**src/rtl/pkt_dispatch_rr.sv**
```systemverilog
// Packet dispatcher: steers whole inbound packets to one of NCHAN lanes in
// round-robin order, skipping busy lanes, and records each chosen lane in a tag FIFO.
module pkt_dispatch_rr #(
    parameter int unsigned DATA_W    = 64,
    parameter int unsigned NCHAN     = 4,
    parameter int unsigned TAG_DEPTH = 16,
    localparam int unsigned CH_W     = (NCHAN > 1) ? $clog2(NCHAN) : 1,
    localparam int unsigned TC_W     = $clog2(TAG_DEPTH) + 1
) (
    input  logic              clock,
    input  logic              reset,
    input  logic [DATA_W-1:0] in_data,
    input  logic              in_valid,
    input  logic              in_sop,
    input  logic              in_eop,
    output logic              in_ready,
    output logic [DATA_W-1:0] out_data,
    output logic [NCHAN-1:0]  out_valid,
    output logic              out_sop,
    output logic              out_eop,
    input  logic [NCHAN-1:0]  out_ready,
    output logic [7:0]        tag_data,
    output logic              tag_valid,
    input  logic              tag_ready,
    output logic [TC_W-1:0]   tag_count,
    output logic [15:0]       err_count
);
    localparam int unsigned PW  = $clog2(TAG_DEPTH);
    localparam int unsigned CW1 = CH_W + 1;

    typedef enum logic {IDLE, PKT} state_t;

    state_t          state, state_d;
    logic [CH_W-1:0] rr_ptr, rr_ptr_d, cur_lane, cur_lane_d, cand, load_lane;
    logic [CW1-1:0]  idx, cand_nxt;
    logic            cand_found, out_free, accept, load, load_sop, err_inc;
    logic            tag_push, tag_pop, tag_full;
    logic [CH_W-1:0] tag_mem [TAG_DEPTH];
    logic [PW-1:0]   wr_ptr, rd_ptr;

    // First ready lane at or after rr_ptr, wrapping modulo NCHAN
    always_comb begin
        cand_found = 1'b0;
        cand       = '0;
        idx        = '0;
        for (int unsigned i = 0; i < NCHAN; i++) begin
            idx = CW1'(rr_ptr) + CW1'(i);
            if (idx >= CW1'(NCHAN)) idx = idx - CW1'(NCHAN);
            if (!cand_found && out_ready[idx[CH_W-1:0]]) begin
                cand_found = 1'b1;
                cand       = idx[CH_W-1:0];
            end
        end
        cand_nxt = CW1'(cand) + CW1'(1);
        if (cand_nxt >= CW1'(NCHAN)) cand_nxt = '0;
    end

    assign out_free  = ~(|out_valid) | (|(out_valid & out_ready));
    assign tag_full  = (tag_count == TC_W'(TAG_DEPTH));
    assign tag_valid = (tag_count != '0);
    assign tag_pop   = tag_valid & tag_ready;
    assign tag_data  = tag_valid ? 8'(tag_mem[rd_ptr]) : 8'h00;
    assign accept    = in_valid & in_ready;

    // Next-state, handshake and output-load decisions
    always_comb begin
        state_d    = state;
        rr_ptr_d   = rr_ptr;
        cur_lane_d = cur_lane;
        in_ready   = 1'b0;
        load       = 1'b0;
        load_lane  = cur_lane;
        load_sop   = 1'b0;
        err_inc    = 1'b0;
        tag_push   = 1'b0;
        if (reset) begin
            case (state)
                IDLE: begin
                    in_ready = in_sop ? (cand_found & out_free & ~tag_full) : 1'b1;
                    if (accept) begin
                        if (in_sop) begin
                            cur_lane_d = cand;
                            rr_ptr_d   = CH_W'(cand_nxt);
                            tag_push   = 1'b1;
                            load       = 1'b1;
                            load_lane  = cand;
                            load_sop   = 1'b1;
                            state_d    = in_eop ? IDLE : PKT;
                        end else begin
                            err_inc = 1'b1;
                        end
                    end
                end
                PKT: begin
                    in_ready = out_free;
                    if (accept) begin
                        load    = 1'b1;
                        err_inc = in_sop;
                        if (in_eop) state_d = IDLE;
                    end
                end
                default: state_d = IDLE;
            endcase
        end
    end

    always_ff @(posedge clock or negedge reset) begin
        if (!reset) begin
            state     <= IDLE;
            rr_ptr    <= '0;
            cur_lane  <= '0;
            out_valid <= '0;
            out_data  <= '0;
            out_sop   <= 1'b0;
            out_eop   <= 1'b0;
            err_count <= '0;
        end else begin
            state    <= state_d;
            rr_ptr   <= rr_ptr_d;
            cur_lane <= cur_lane_d;
            if (load) begin
                out_valid <= NCHAN'(1) << load_lane;
                out_data  <= in_data;
                out_sop   <= load_sop;
                out_eop   <= in_eop;
            end else if (out_free) begin
                out_valid <= '0;
            end
            if (err_inc && err_count != 16'hFFFF) err_count <= err_count + 16'd1;
        end
    end

    // Tag FIFO pointers and occupancy
    always_ff @(posedge clock or negedge reset) begin
        if (!reset) begin
            wr_ptr    <= '0;
            rd_ptr    <= '0;
            tag_count <= '0;
        end else begin
            if (tag_push) wr_ptr <= wr_ptr + PW'(1);
            if (tag_pop)  rd_ptr <= rd_ptr + PW'(1);
            case ({tag_push, tag_pop})
                2'b10:   tag_count <= tag_count + TC_W'(1);
                2'b01:   tag_count <= tag_count - TC_W'(1);
                default: tag_count <= tag_count;
            endcase
        end
    end

    always_ff @(posedge clock) begin
        if (tag_push) tag_mem[wr_ptr] <= cand;
    end
endmodule

```
**config.mk**
```make
export PLATFORM = sky130hd
export DESIGN_NAME = pkt_dispatch_rr
export DESIGN_NICKNAME = d
export VERILOG_FILES = /design/src/rtl/pkt_dispatch_rr.sv
export SDC_FILE = /design/constraint.sdc
export NUM_CORES = 1
export LEC_CHECK = 0
export ABC_CLOCK_PERIOD_IN_PS = 9400
export CAP_MARGIN = 20
export CORE_MARGIN = 4
export CORE_UTILIZATION = 40
export DETAILED_ROUTE_END_ITERATION = 8
export MAX_ROUTING_LAYER = met4
export PLACE_DENSITY = 0.77
export SKIP_CTS_REPAIR_TIMING = 1
export SLEW_MARGIN = 20
export SYNTH_ARGS = -nofsm -noshare
export SYNTH_HDL_FRONTEND = slang
export SYNTH_SLANG_ARGS = --single-unit
```
**constraint.sdc**
```tcl
create_clock -name clock -period 9.4 [get_ports clock]
set_input_delay 0.94 -clock clock [delete_from_list [all_inputs] [get_ports clock]]
set_output_delay 0.94 -clock clock [all_outputs]
set_load 0.01 [all_outputs]
```
Word level (Yosys, flattened, before mapping)
Memory sizes are Yosys's and may differ from the RTL's. Cells that the tools add are included.

Register bits after elaboration: 104. Latch bits: 0. Memory bits (writable): 32. Memory bits (read-only): 0. Input port bits: 74. Output and inout bits: 101. Memories kept: 1.

$add $sub $neg: 13. $mul: 0. Divide/modulo/power cells: 0. $lt $le $gt $ge: 9. Equal/unequal tests: 4. Shift operators: 1. Mux-type cells: 51. Bitwise operators: 9. Reduce and logical (&&, ||, !) cells: 13.

Memories: tag_mem (words 16, bits a word 2, rd ports 1, clocked after Yosys merged registers in 0, wr ports 1, RTL line 38) `logic [CH_W-1:0] tag_mem [TAG_DEPTH];`.

Operator list (count): 2-bit two-way mux (14); 1-bit two-way mux (26); 16-bit by 1-bit adder with 16-bit output (second input constant) (1); 16-bit != test (second input constant) (1); 3-bit >= comparator (second input constant) (4); 2-bit by 3-bit less-than comparator with 1-bit output (second input constant) (4); 5-bit one-hot mux with 2 select lines (1); 4-bit by 1-bit adder with 4-bit output (second input constant) (2); 1-bit binary-select mux with 2-bit select (4); 4-bit two-way mux (2); 1-bit one-hot mux with 2 select lines (4); 4-bit OR reduction (2); 2-bit by 1-bit subtractor with 2-bit output (second input constant) (4); 2-bit by 1-bit adder with 3-bit output (second input constant) (2); 2-bit by 2-bit adder with 3-bit output (second input constant) (2); 5-bit by 1-bit adder with 5-bit output (second input constant) (1); 5-bit equality test (second input constant) (1); 5-bit nonzero test (1); 5-bit by 1-bit subtractor with 5-bit output (second input constant) (1); 1-bit bitwise AND (4); 4-bit bitwise AND (1); 1-bit logical AND (4); 4-bit AND reduction (1); 2-bit nonzero test (2); 7 further kinds (11).

Longest topological paths before layout
Word-level depth: 25. Gate-level depth with buffers: 15.

Least setup slack after synthesis
No wires, ideal clock.

Path kind: input to register. From: input out_ready[3]. To: register tag_count[4]. Setup time: 0.079 ns. Arrival time: 3.583 ns. Data required time: 9.321 ns. Slack: 5.738 ns. Cell stages on the path: 15. Path through: clkbuf_1 a22oi_1 a31oi_1 a21boi_0 inv_1 clkbuf_1 ha_1 clkbuf_1 xor2_1 ha_1 inv_1 o21ai_0 a21o_1 a221oi_1 xor2_1.

Longest elaborated chain between the ends: 23.

Ends and longest elaborated chain: start: declaration (RTL line 21) `input logic [NCHAN-1:0] out_ready,`; 1-bit binary-select mux with 2-bit select (RTL line 49) `if (!cand_found && out_ready[idx[CH_W-1:0]]) begin`; 1-bit two-way mux (not written as such) (RTL line 49); 1-bit two-way mux (RTL line 49); 1-bit zero test (RTL line 49); 1-bit logical AND (RTL line 49); 1-bit two-way mux (RTL line 49); 1-bit zero test (RTL line 49); 1-bit logical AND (RTL line 49); [7 not listed]; 1-bit one-hot mux with 2 select lines * (RTL line 77) `case (state)`; 1-bit two-way mux * (RTL line 76) `if (reset) begin`; 1-bit bitwise AND * (RTL line 63) `assign accept = in_valid & in_ready;`; 1-bit two-way mux * (RTL line 80) `if (accept) begin`; 1-bit two-way mux * (RTL line 77); 1-bit two-way mux * (RTL line 76); 2-bit by 1-bit equality test with 1-bit output / 2-bit equality test (equally long branches) (RTL line 142) `case ({tag_push, tag_pop})`; 5-bit one-hot mux with 2 select lines / 2-bit nonzero test (equally long branches); end signal: assignment (RTL line 143) `2'b10: tag_count <= tag_count + TC_W'(1);`; end signal: assignment (RTL line 144) `2'b01: tag_count <= tag_count - TC_W'(1);`; end signal: assignment (RTL line 145) `default: tag_count <= tag_count;`; end: declaration (RTL line 25) `output logic [TC_W-1:0] tag_count,`.

Every way passes the cells marked *; elsewhere a longest branch is shown, timed or not. The select of a mux whose other input is x is not followed. A chain may end at the register's enable or synchronous reset.

Final worst setup path
From: input out_ready[2]. To: register tag_count[4].

The elaborated chain is that of the path after synthesis.

==> key figures <==
Run status
  • Status: finished clean

Synthesis
  • Top FF cell, synth: dfrtp_1
  • Synth area leaders: dfrtp_1, edfxtp_1, mux2_4
  • Synth top area share: about two fifths
  • Yosys top cell by area: dfrtp_1
  • Cell variety after synth: 52
  • Cells after Synth: about 440
  • Syn avg cell area: roughly 14 um^2
  • YS warnings: 0
  • Asr flop ratio synth: 76.47%
  • Post-synthesis sequential area ratio: 57.26%
  • Syn Std Cell Area: 0.006223 mm^2
  • Number of synthesized flops with an enable pin: 32
  • FF+latch count, synth: 136

Setup path
  • Crit path launch type: input pin
  • Critical path class: input pin to flip-flop
  • Worst-path maximum fanout: 17
  • CP endpoint kind: flip-flop
  • Critical Path RT: 9740 ps
  • CP arrival: roughly 4300 ps

Detailed routing
  • Via density per instance: 5.098
  • DRT iter0 DRCs: roughly 230
  • DRC: 0
  • Detail Route Antenna Nets: 0
  • Vias: around 4,100
  • Total wire length: 14,060 um
  • Drt pass-1 iters: 4
  • Drt wl/cell: 17.48 um

Placement
  • Post-DP HPWL: 10,350 um
  • Port Buffers: 168
  • Placed Area: between 0.008 and 0.009 mm^2
  • GPL Wtd Cong: 0.8484

Die
  • Initial Utilization: between 40% and 50%
  • Io pins: 175
  • Die Width: 132.7 um
  • Core Box Area: 0.01520 mm^2
  • Die Area: around 0.018 mm^2
  • Die height: 132.7 um
  • Row count: 45

Clock tree
  • Root Buffer: clkbuf_16
  • CTS buffer count: 17
  • CTS tree: done
  • Clk buf depth: 2
  • Clock transition at path regs: 60 ps
  • CTS sink cnt: about 140
  • Clk_lat worst skew: 410 ps
  • H-tree Lvls: 4

STA
  • Post-route clock period utilization: 42.39%
  • Worst-Margin Slew: 1087 ps
  • RSZ-0062 raised after global routing: no
  • Final hold violation count: 0
  • F_max: about 250 MHz
  • Count of final setup violators: 0
  • Worst Skew: about 9.2 ps
  • Final setup TNS: 0 ps
  • Fin. max-slew vios: 0
  • Max-slew headroom: 27.56%
  • Min Tclk post-route: 3985 ps

Cells and area
  • Layout cell share with drive strength beyond 1: between 10% and 20%
  • Nets: about 690
  • Area growth, synth to finish: 37.60%
  • Fin area: 0.008563 mm^2
  • Layout fillers: 1,200
  • Antenna diodes: 0

GRT
  • Total GRT Usage: 16.98%
  • First-pass GRT wire length: approximately 23,000 um
  • Pin count of the biggest net entering global routing: 80
  • Vias in the first global route: ~4,400
  • Number of antenna violations at the first check in global routing: 0
  • Grt ovf: 0

Min path
  • Worst hold path class: input pin to asynchronous set/reset pin

Pwr
  • PD cells: roughly 320 mW/mm^2
  • VDD IR max: 0.0001904 V
  • Leakage Power: 3.632 nW
  • Pwr Total: about 2.7 mW

Flow run
  • MaxCap Viol Count: 0
## placed cells by master (no fill, tap or decap), types with 12 or more instances in the layout
cell	netlist	final
nand2_1	23	23
edfxtp_1	32	32
dfrtp_1	104	104
and3_1	12	12
mux2_2	18	18
nor2_1	16	16
nand4_1	12	12
xnor2_1	20	20
mux2_4	50	50
clkdlybuf4s50_1	0	167
clkbuf_16	0	18
## routing by layer
layer  GRT usage (%)  share of wire [%]
met3           6.426                7.7
met2           27.11                 49
met5               -                  0
met4           5.716                1.5
met1           19.84                 41
## state kept, by name (all words and copies together), names as in the netlist, 2 cells and up, named ones only
signal	cells
out_data	64
wr_ptr	4
err_count	16
cur_lane	2
tag_mem	32
tag_count	5
rd_ptr	4
out_valid	4
## cell type report
type | count | area (um^2) | area share, %
Sequential cell | 136 | 3563 | 41.61
Multi-Input combinational cell | 269 | 2479 | 28.95
Timing Repair Buffer | 171 | 1705 | 19.92
Clock buffer | 23 | 499.2 | 5.830
Inverter | 10 | 37.54 | 0.4383
Clock inverter | 7 | 43.79 | 0.5114
Tap cell | 188 | 235.2 | 2.747
## worst max-delay path, cell delays in order
cell and delay (ps):
clkdlybuf4s50_1 550, nor4_1 360, a21o_1 220, a21boi_0 110, buf_4 190, inv_1 370
ha_1 430, xor2_1 120, ha_1 220, inv_1 50, o21ai_0 70, a21o_1 190
a221oi_1 340, xor2_1 170
## cells in the mapped netlist (3+ instances only)
library cell,n
dfrtp_1,104
mux2_4,50
edfxtp_1,32
nand2_1,23
xnor2_1,20
mux2_2,18
nor2_1,16
and3_1,12
nand4_1,12
ha_1,10
inv_1,10
mux4_2,10
nand3_1,10
a21oi_1,9
clkbuf_1,9
buf_6,8
nor2b_1,8
o21ai_0,8
xor2_1,8
a21o_1,6
buf_4,6
a22oi_1,5
nor3_1,4
buf_2,3
## per-stage QoR
step	setup slack [ps]	util, %	cells	hold slack, ps
2_1_floorplan	5738	-	442	437.5
3_3_place_gp	5265	52.66	774	485.4
3_5_place_dp	5026	52.73	774	492.3
4_1_cts	5466	56.30	804	439.9
5_1_grt	5108	56.33	804	464.0
6_report	5415	56.33	804	448.8
## final timing paths
kind	start	end	slack (ps)	cells past startpoint
worst max register to register	out_valid[0]$_DFFE_PN0P_	tag_count[4]$_DFFE_PN0P_	5890	13
worst min-delay path	reset	err_count[3]$_DFFE_PN0P_	450	1
worst min register to register	err_count[11]$_DFFE_PN0P_	err_count[11]$_DFFE_PN0P_	500	1
min in group clock	err_count[11]$_DFFE_PN0P_	err_count[11]$_DFFE_PN0P_	500	1
worst max-delay path	out_ready[2]	tag_count[4]$_DFFE_PN0P_	5420	14
max in group asynchronous	reset	out_data[49]$_DFFE_PN0P_	7930	2
## report_power, final
part | internal [mW] | leakage [nW] | switching, mW | total [mW]
Combinational | 0.696 | 1.81 | 0.435 | 1.13
Sequential | 0.820 | 1.55 | 0.184 | 1.00
Clock | 0.370 | 0.266 | 0.232 | 0.602
Total | 1.89 | 3.63 | 0.851 | 2.74
## kinds of logic after synthesis
kind of cell / count (synthesis) / synth area share (%)
flops: 136 / 57.26
other cells: 1 / 0.06026
xor+xnor: 28 / 3.941
mux: 78 / 18.94
fa+ha+maj: 11 / 2.171
simple gates: 98 / 8.343
buf+inv: 37 / 3.619
compound gates: 48 / 5.670
Note: power is estimated with default switching activity, not from simulation.
